**src/rtl/showcase1_pkg.sv**
```systemverilog
// Shared definitions for the showcase1 stream ALU: compare-flag layout and code lookup.
package showcase1_pkg;

  localparam int CMP_A_LT = 0;
  localparam int CMP_A_GT = 1;
  localparam int CMP_B_LE = 2;
  localparam int CMP_B_GE = 3;
  localparam int CMP_B_NE = 4;
  localparam int CMP_B_EQ = 5;
  localparam int CMP_W    = 6;

  typedef logic [CMP_W-1:0] cmp_flags_t;

  // Only a in 1..3 has a dedicated code; the caller folds a>=4 into the default.
  function automatic logic [7:0] code_lut(input logic [1:0] a_lo);
    logic [7:0] c;
    case (a_lo)
      2'd1:    c = 8'h00;
      2'd2:    c = 8'h01;
      2'd3:    c = 8'h03;
      default: c = 8'h04;
    endcase
    return c;
  endfunction

endpackage

```
**src/rtl/showcase1_delay_line.sv**
```systemverilog
// Free-running shift register of DEPTH stages, synchronously cleared.
module showcase1_delay_line #(
  parameter int WIDTH = 2,
  parameter int DEPTH = 2
) (
  input  logic             clk,
  input  logic             rst,
  input  logic [WIDTH-1:0] d_i,
  output logic [WIDTH-1:0] q_o
);

  logic [DEPTH-1:0][WIDTH-1:0] stg_q;

  always_ff @(posedge clk) begin
    if (rst) begin
      stg_q <= '0;
    end else begin
      stg_q[0] <= d_i;
      for (int i = 1; i < DEPTH; i++) stg_q[i] <= stg_q[i-1];
    end
  end

  assign q_o = stg_q[DEPTH-1];

endmodule

```
**src/rtl/showcase1.sv**
```systemverilog
// Valid/ready stream ALU with compare flags, code lookup, sticky flag, index delay and capture RAM.
module showcase1
  import showcase1_pkg::*;
#(
  parameter int DATA_WIDTH  = 32,
  parameter int FIT_WIDTH   = 16,
  parameter int CMP_CONST   = 4,
  parameter int DELAY_DEPTH = 2,
  parameter int RAM_DEPTH   = 4,
  parameter int CNT_WIDTH   = 16
) (
  input  logic                         clk,
  input  logic                         rst,
  input  logic                         in_valid,
  output logic                         in_ready,
  input  logic [DATA_WIDTH-1:0]        in_a,
  input  logic [DATA_WIDTH-1:0]        in_b,
  input  logic                         in_e,
  input  logic                         f_clr,
  input  logic [$clog2(RAM_DEPTH)-1:0] idx_in,
  output logic                         out_valid,
  input  logic                         out_ready,
  output logic [DATA_WIDTH-1:0]        out_sum,
  output logic [CMP_W-1:0]             out_cmp,
  output logic [FIT_WIDTH-1:0]         out_fitted,
  output logic [7:0]                   out_code,
  output logic                         f,
  output logic [$clog2(RAM_DEPTH)-1:0] idx_out,
  output logic [7:0]                   rd_data,
  output logic [CNT_WIDTH-1:0]         txn_cnt
);

  localparam int IDX_W = $clog2(RAM_DEPTH);
  localparam logic [DATA_WIDTH-1:0]        C_U = DATA_WIDTH'(CMP_CONST);
  localparam logic signed [DATA_WIDTH-1:0] C_S = DATA_WIDTH'(CMP_CONST);

  logic                  vld_q, vld_d;
  logic [DATA_WIDTH-1:0] sum_q, sum_d;
  cmp_flags_t            cmp_q, cmp_d;
  logic [FIT_WIDTH-1:0]  fit_q;
  logic [7:0]            code_q, code_d;
  logic                  f_q, f_d;
  logic [IDX_W-1:0]      wp_q, wp_d;
  logic [CNT_WIDTH-1:0]  cnt_q, cnt_d;
  logic [7:0]            rd_q;
  logic [7:0]            mem_q [RAM_DEPTH];
  logic                  acc;

  assign in_ready = !vld_q || out_ready;
  assign acc      = in_valid && in_ready;

  always_comb begin
    sum_d            = in_a + in_b;
    cmp_d            = '0;
    cmp_d[CMP_B_EQ]  = $signed(in_b) == C_S;
    cmp_d[CMP_B_NE]  = $signed(in_b) != C_S;
    cmp_d[CMP_B_GE]  = $signed(in_b) >= C_S;
    cmp_d[CMP_B_LE]  = $signed(in_b) <= C_S;
    cmp_d[CMP_A_GT]  = in_a > C_U;
    cmp_d[CMP_A_LT]  = in_a < C_U;
    code_d           = (in_a[DATA_WIDTH-1:2] == '0) ? code_lut(in_a[1:0]) : 8'h04;
    vld_d            = acc ? 1'b1 : (out_ready ? 1'b0 : vld_q);
    // Set wins over clear when both land in the same cycle.
    f_d              = (f_q && !f_clr) || (acc && in_e);
    wp_d             = wp_q;
    cnt_d            = cnt_q;
    if (acc) begin
      wp_d = (wp_q == IDX_W'(RAM_DEPTH - 1)) ? '0 : wp_q + 1'b1;
      if (!(&cnt_q)) cnt_d = cnt_q + 1'b1;
    end
  end

  always_ff @(posedge clk) begin
    if (rst) begin
      vld_q  <= 1'b0;
      sum_q  <= '0;
      cmp_q  <= '0;
      fit_q  <= '0;
      code_q <= '0;
      f_q    <= 1'b0;
      wp_q   <= '0;
      cnt_q  <= '0;
      rd_q   <= '0;
    end else begin
      vld_q <= vld_d;
      f_q   <= f_d;
      wp_q  <= wp_d;
      cnt_q <= cnt_d;
      if (acc) begin
        sum_q  <= sum_d;
        cmp_q  <= cmp_d;
        fit_q  <= in_a[FIT_WIDTH-1:0];
        code_q <= code_d;
      end
      // Non-pow2 depth leaves unmapped index codes; those read as zero.
      rd_q <= ({1'b0, idx_out} < (IDX_W+1)'(RAM_DEPTH)) ? mem_q[idx_out] : 8'h00;
    end
  end

  // Capture RAM has no reset; writes are suppressed while rst is high.
  always_ff @(posedge clk) begin
    if (acc && !rst) mem_q[wp_q] <= in_a[7:0];
  end

  showcase1_delay_line #(.WIDTH(IDX_W), .DEPTH(DELAY_DEPTH)) u_dly (
    .clk (clk),
    .rst (rst),
    .d_i (idx_in),
    .q_o (idx_out)
  );

  assign out_valid  = vld_q;
  assign out_sum    = sum_q;
  assign out_cmp    = cmp_q;
  assign out_fitted = fit_q;
  assign out_code   = code_q;
  assign f          = f_q;
  assign rd_data    = rd_q;
  assign txn_cnt    = cnt_q;

endmodule
```
**config.mk**
```make
export PLATFORM = sky130hd
export DESIGN_NAME = showcase1
export DESIGN_NICKNAME = d
export VERILOG_FILES = /design/src/rtl/showcase1_pkg.sv /design/src/rtl/showcase1_delay_line.sv /design/src/rtl/showcase1.sv
export SDC_FILE = /design/constraint.sdc
export NUM_CORES = 1
export LEC_CHECK = 0
export BUFFER_PORTS_ARGS = -buffer_cell sky130_fd_sc_hd__buf_4
export CORE_MARGIN = 2
export CORE_UTILIZATION = 45
export CTS_CLUSTER_SIZE = 20
export DETAILED_ROUTE_END_ITERATION = 6
export PLACE_DENSITY = 0.74
export RECOVER_POWER = 100
export SLEW_MARGIN = 20
export SYNTH_ARGS = -nofsm -noshare
export SYNTH_HDL_FRONTEND = slang
export SYNTH_HIERARCHICAL = 1
export SYNTH_SLANG_ARGS = --single-unit
```
**constraint.sdc**
```tcl
create_clock -name clk -period 2.7 [get_ports clk]
set_clock_uncertainty 0.15 [all_clocks]
set_input_delay 0.135 -clock clk [delete_from_list [all_inputs] [get_ports clk]]
set_output_delay 0.135 -clock clk [all_outputs]
set_load 0.01 [all_outputs]
```
Yosys cells after proc, flatten, opt, wreduce, memory -nomap -nowiden
Memory sizes are Yosys's and may differ from the RTL's. A register that Yosys moved wholly into a read port is not among the register bits.
Index checks and enable logic that the tools add are counted.

cells by class
  add/subtract/negate cells = 3
  multipliers = 0
  divide/modulo/power cells = 0
  magnitude comparators = 4
  equal/unequal tests = 6
  shift-type cells = 0
  muxes and demuxes = 7
  bitwise logic cells = 1
  reductions and logical operators = 13

operators with widths
  cell                   count
  $add 32x32->32         1
  $eq 32x4->1 const B    1
  $ge 32x4->1 const B    1
  $gt 32x3->1 const B    1
  $le 32x4->1 const B    1
  $lt 32x3->1 const B    1
  $ne 32x4->1 const B    1
  $logic_not 30->1       1
  $add 16x1->16 const B  1
  $reduce_and 16->1      1
  $pmux 3 s3             1
  $mux 8                 1
  $eq 2x2->1 const B     3
  $logic_and 1x1->1      4
  $mux 1                 4
  $logic_not 1->1        3
  $add 2x1->2 const B    1
  $eq 2x1->1 const B     1
  $logic_or 1x1->1       2
  $mux 2                 1
  $reduce_and 2->1       1
  $reduce_bool 2->1      1
  $not 1->1              1

storage, ports and cells
  register bits after elaboration = 86
  latch bits = 0
  RAM bits = 32
  memory bits (read-only) = 0
  output and inout port bits = 91
  word-level logic and storage cells = 45
  memories = 1

memory list
  name   depth  width  rd ports  clocked after Yosys merged registers in  write ports  line             text
  mem_q  4      8      1         1                                        1            showcase1.sv:46  logic [7:0] mem_q [RAM_DEPTH];

Logic depth before layout (Yosys ltp)
  depth after elaboration = 6
  depth in mapped cells = 10

Cells and area by module
The synthesis kept the hierarchy.

modules (own cells, without submodules)
  module                instances  cells each  area each (um^2)  seq. area each (um^2)
  showcase1             1          685         6,206.0           2,662.6
  showcase1_delay_line  1          10          120.1             80.1

Least setup slack after synthesis
No wires, ideal clock.

  kind = input to register
  start = input port in_a[0]
  end = register sum_q[22], in the netlist out_sum[22]
  setup time = 0.122 ns
  arrival time = 2.362 ns
  data required time = 2.428 ns
  setup slack = 0.066 ns
  stages = 10
  cells stage by stage = ha_1 > fa_1 > a21oi_1 > nor2b_1 > a311o_2 > a31oi_4 > a31oi_1 > a21oi_2 > nor4_1 > a311o_1

on the way
  cells in the longest elaborated chain, start to end = 1

ends and longest elaborated chain
  element               line             text
  from (decl)           showcase1.sv:16  input logic [DATA_WIDTH-1:0] in_a,
  $add 32x32->32        showcase1.sv:53  sum_d = in_a + in_b;
  to (signal assigned)  showcase1.sv:90  sum_q <= sum_d;
  to (decl)             showcase1.sv:38  logic [DATA_WIDTH-1:0] sum_q, sum_d;

No other way between the ends.
A chain may end at the register's enable or synchronous reset.

Final worst setup path
  start = input port in_a[5]
  end = register sum_q[25], in the netlist out_sum[25]

The elaborated chain is that of the path after synthesis.

==> results.yml <==
yosys:
  ys_types: 59
  async_reset_ff_share_pct: 0
  ys_seq_area_share_pct: 43.4
  syn-cell-area_mm2: 0.00633
  yosysWarnings: 6
  ys_ff_latch: 121
  synthMostInstantiatedCell: "nand2_1"
  synth_top_cell_by_area: "dfxtp_1"
  synthTopCellsByCount: "nand2_1, dfxtp_1, a21oi_1"
  avgSynthCellArea_um2: 9.10
  syn_inst: 695
  netlist.area_leader.share_pct: 28.2
  synth_edf_count: 32
  synth_area_leaders: "dfxtp_1, edfxtp_1, ha_1, a21oi_1, nand2_1"
  ys.flop_type: "dfxtp_1"
setup_path:
  cp_top_family: "simple AND/OR/NAND/NOR gates"
  slowest_delay_ps: 540
  crit_type: "in2reg"
  cp.depth: 9
  crit_chain: "dlygate4sd3_1 > buf_4 > ha_1 > o21ai_1 > or3_4 > a211oi_2 > o31ai_2 > or4_1 > a31oi_1"
  reg2reg_depth: 7
  worst-path-buf-inv: 2
  endpoint_kind: "register"
  start_kind: "input pin"
  cp_slowest_cell: "dlygate4sd3_1"
  cp_max_fo: 7
  required_ps: 2880
  cp.arrival_ps: 2760
floorplan:
  start_util_pct: 45.8
  top_level_ports: 163
  die_area_mm2: 0.0150
  die_h_um: 123
  std_cell_rows: 43
  fp.coreArea_mm2: 0.0138
  die_w_um: 123
final_layout:
  nets: 1008
  fin_util_pct: 60.5
  diodes: 0
  drive_gt1_share_pct: 16.9
  syn_to_final_growth_pct: 32.2
  postLayoutCellArea_mm2: 0.00836
sta:
  fin_crit_sh_pct: 95.5
  max_freq_mhz: 388
  setup_viol: 0
  finalCriticalPeriod_ps: 2580
  maxSlewHeadroom_pct: 61.8
  worst-slew-pin-transition_ps: 572
  whs_ps: 37.2
  drv_slew: 0
  hold_viol: 0
  rsz0062_at_grt: "no"
  timing.setup.tns_ps: 0
global_route:
  grt_pass1_wl_mm: 28.3
  grt_pass1_vias: 5606
  grt_max_degree: 48
  grt-ovfl-total: 0
  grtUsageTotal_pct: 24.3
  antenna_found_initial: 0
power_and_ir_drop:
  irDropWorstVdd_mv: 0.447
  power_density_mw_per_mm2: 620
  leakagePower_nw: 3.32
clocking:
  clk_path_buf_depth: 2
  worstSkewPairLatency_ps: 410
  numCtsBuffers: 17
  cts_root_buf: "clkbuf_16"
  cts_max_level: 4
  path_clk_slew_ps: 60
  cts_tree: "built"
  numClockSinks: 121
routing:
  dr.pass1.iters: 5
  vias_per_cell: 5.61
  wl_per_cell_um: 16.8
  wl_mm: 18.4
  drc_errors: 0
  initialDrtViolationCount: 412
  vias: 6129
  ant_nets: 0
placement:
  globalplace.congestion: 0.890
  dpl_cell_area_mm2: 0.00784
  portBuffers: 157
  post-dp-hpwl_mm: 13.0
run_status:
  outcome: "finished clean"
flow_run:
  max_cap_violations: 0
min_path:
  hold_depth: 4
  hp-class: "in2reg"
where the power goes:
part | switching (mW) | internal (mW) | total, mW
clock | 0.810 | 1.35 | 2.16
combinational | 0.563 | 0.436 | 1.00
sequential | 0.0589 | 1.96 | 2.02
total | 1.43 | 3.75 | 5.18
worst reg2reg max path, stage by stage (launching register included):
cell and delay (ps):
dfxtp_1 320, nand2b_1 100, nand2_1 450, buf_4 480, nor2_1 90, o31ai_1 80
dlygate4sd3_1 600, a31oi_1 90
per-layer routing:
layer / vias up / wire, um / track usage (%)
li1: 2933 / - / -
met1: 2882 / 7730 / 31.7
met2: 264 / 8830 / 40.5
met3: 50 / 1160 / 4.04
met4: 0 / 635 / 9.48
met5: - / 0 / 0
cells in the final DEF, fill, tap and decap left out, drive strengths merged, types with 8 or more instances in the layout:
cell type / count
clkbuf: 131
nand2: 102
buf: 90
dfxtp: 89
a21oi: 79
nor2: 49
ha: 36
edfxtp: 32
dlygate4sd3: 27
o21ai: 26
nand3: 23
xor2: 18
a21o: 17
xnor2: 14
nor3: 13
a211oi: 12
and2: 12
nand4: 11
nor2b: 11
nor4: 11
and3: 10
inv: 9
mux4: 8
state kept, by name (all words and copies together) (netlist names):
signal	flops
mem_q	32
out_sum	32
out_fitted	16
txn_cnt	16
rd_data	8
out_cmp	6
out_code	3
u_dly/q_o	2
u_dly/stg_q	2
wp_q	2
f	1
out_valid	1
logic make-up after synthesis:
family                   share of synthesized area [%]
flip-flops                                        43.4
XOR/XNOR                                          4.43
AND/OR/NAND/NOR                                   20.4
adder cells (fa/ha/maj)                           7.44
AO/OA/AOI/OAI                                     17.6
buffers and inverters                             3.40
multiplexers                                      3.32
other                                           0.0593
through the flow:
step | power [mW] | instances | worst slack, ps
2_1_floorplan | 2.62 | 699 | 65.6
3_3_place_gp | 3.06 | 1031 | -72.3
3_5_place_dp | 3.07 | 1031 | -105
4_1_cts | 5.25 | 1090 | 11.0
5_1_grt | 5.38 | 1092 | 1.22
6_report | 5.18 | 1092 | 123
timing repair:
item / 4_1_cts / 5_1_grt
hold buffers: 27 / 0
setup buffers: 0 / 2
hold endpoints to repair: 64 / 0
setup endpoints to repair: 0 / 9
gates resized for setup: 0 / 12
final cells by class:
class | count | area [um2]
inverters | 9 | 33.8
clock buffers | 26 | 532
multi-input cells | 528 | 3430
repair buffers | 222 | 1360
fillers | 1268 | 5470
clock inverters | 6 | 37.5
flip-flops and latches | 121 | 2740
well taps | 180 | 225
path summary, 6_finish.rpt:
kind                                startpoint           end  slack [ps]
worst min-delay path                   in_b[0]    out_cmp[2]          40
worst max register to register       out_valid    out_cmp[3]         200
worst max-delay path                   in_a[5]   out_sum[25]         120
worst min register to register  u_dly/stg_q[1]  u_dly/q_o[1]         280
No activity file was read; power rests on OpenSTA's default activity.
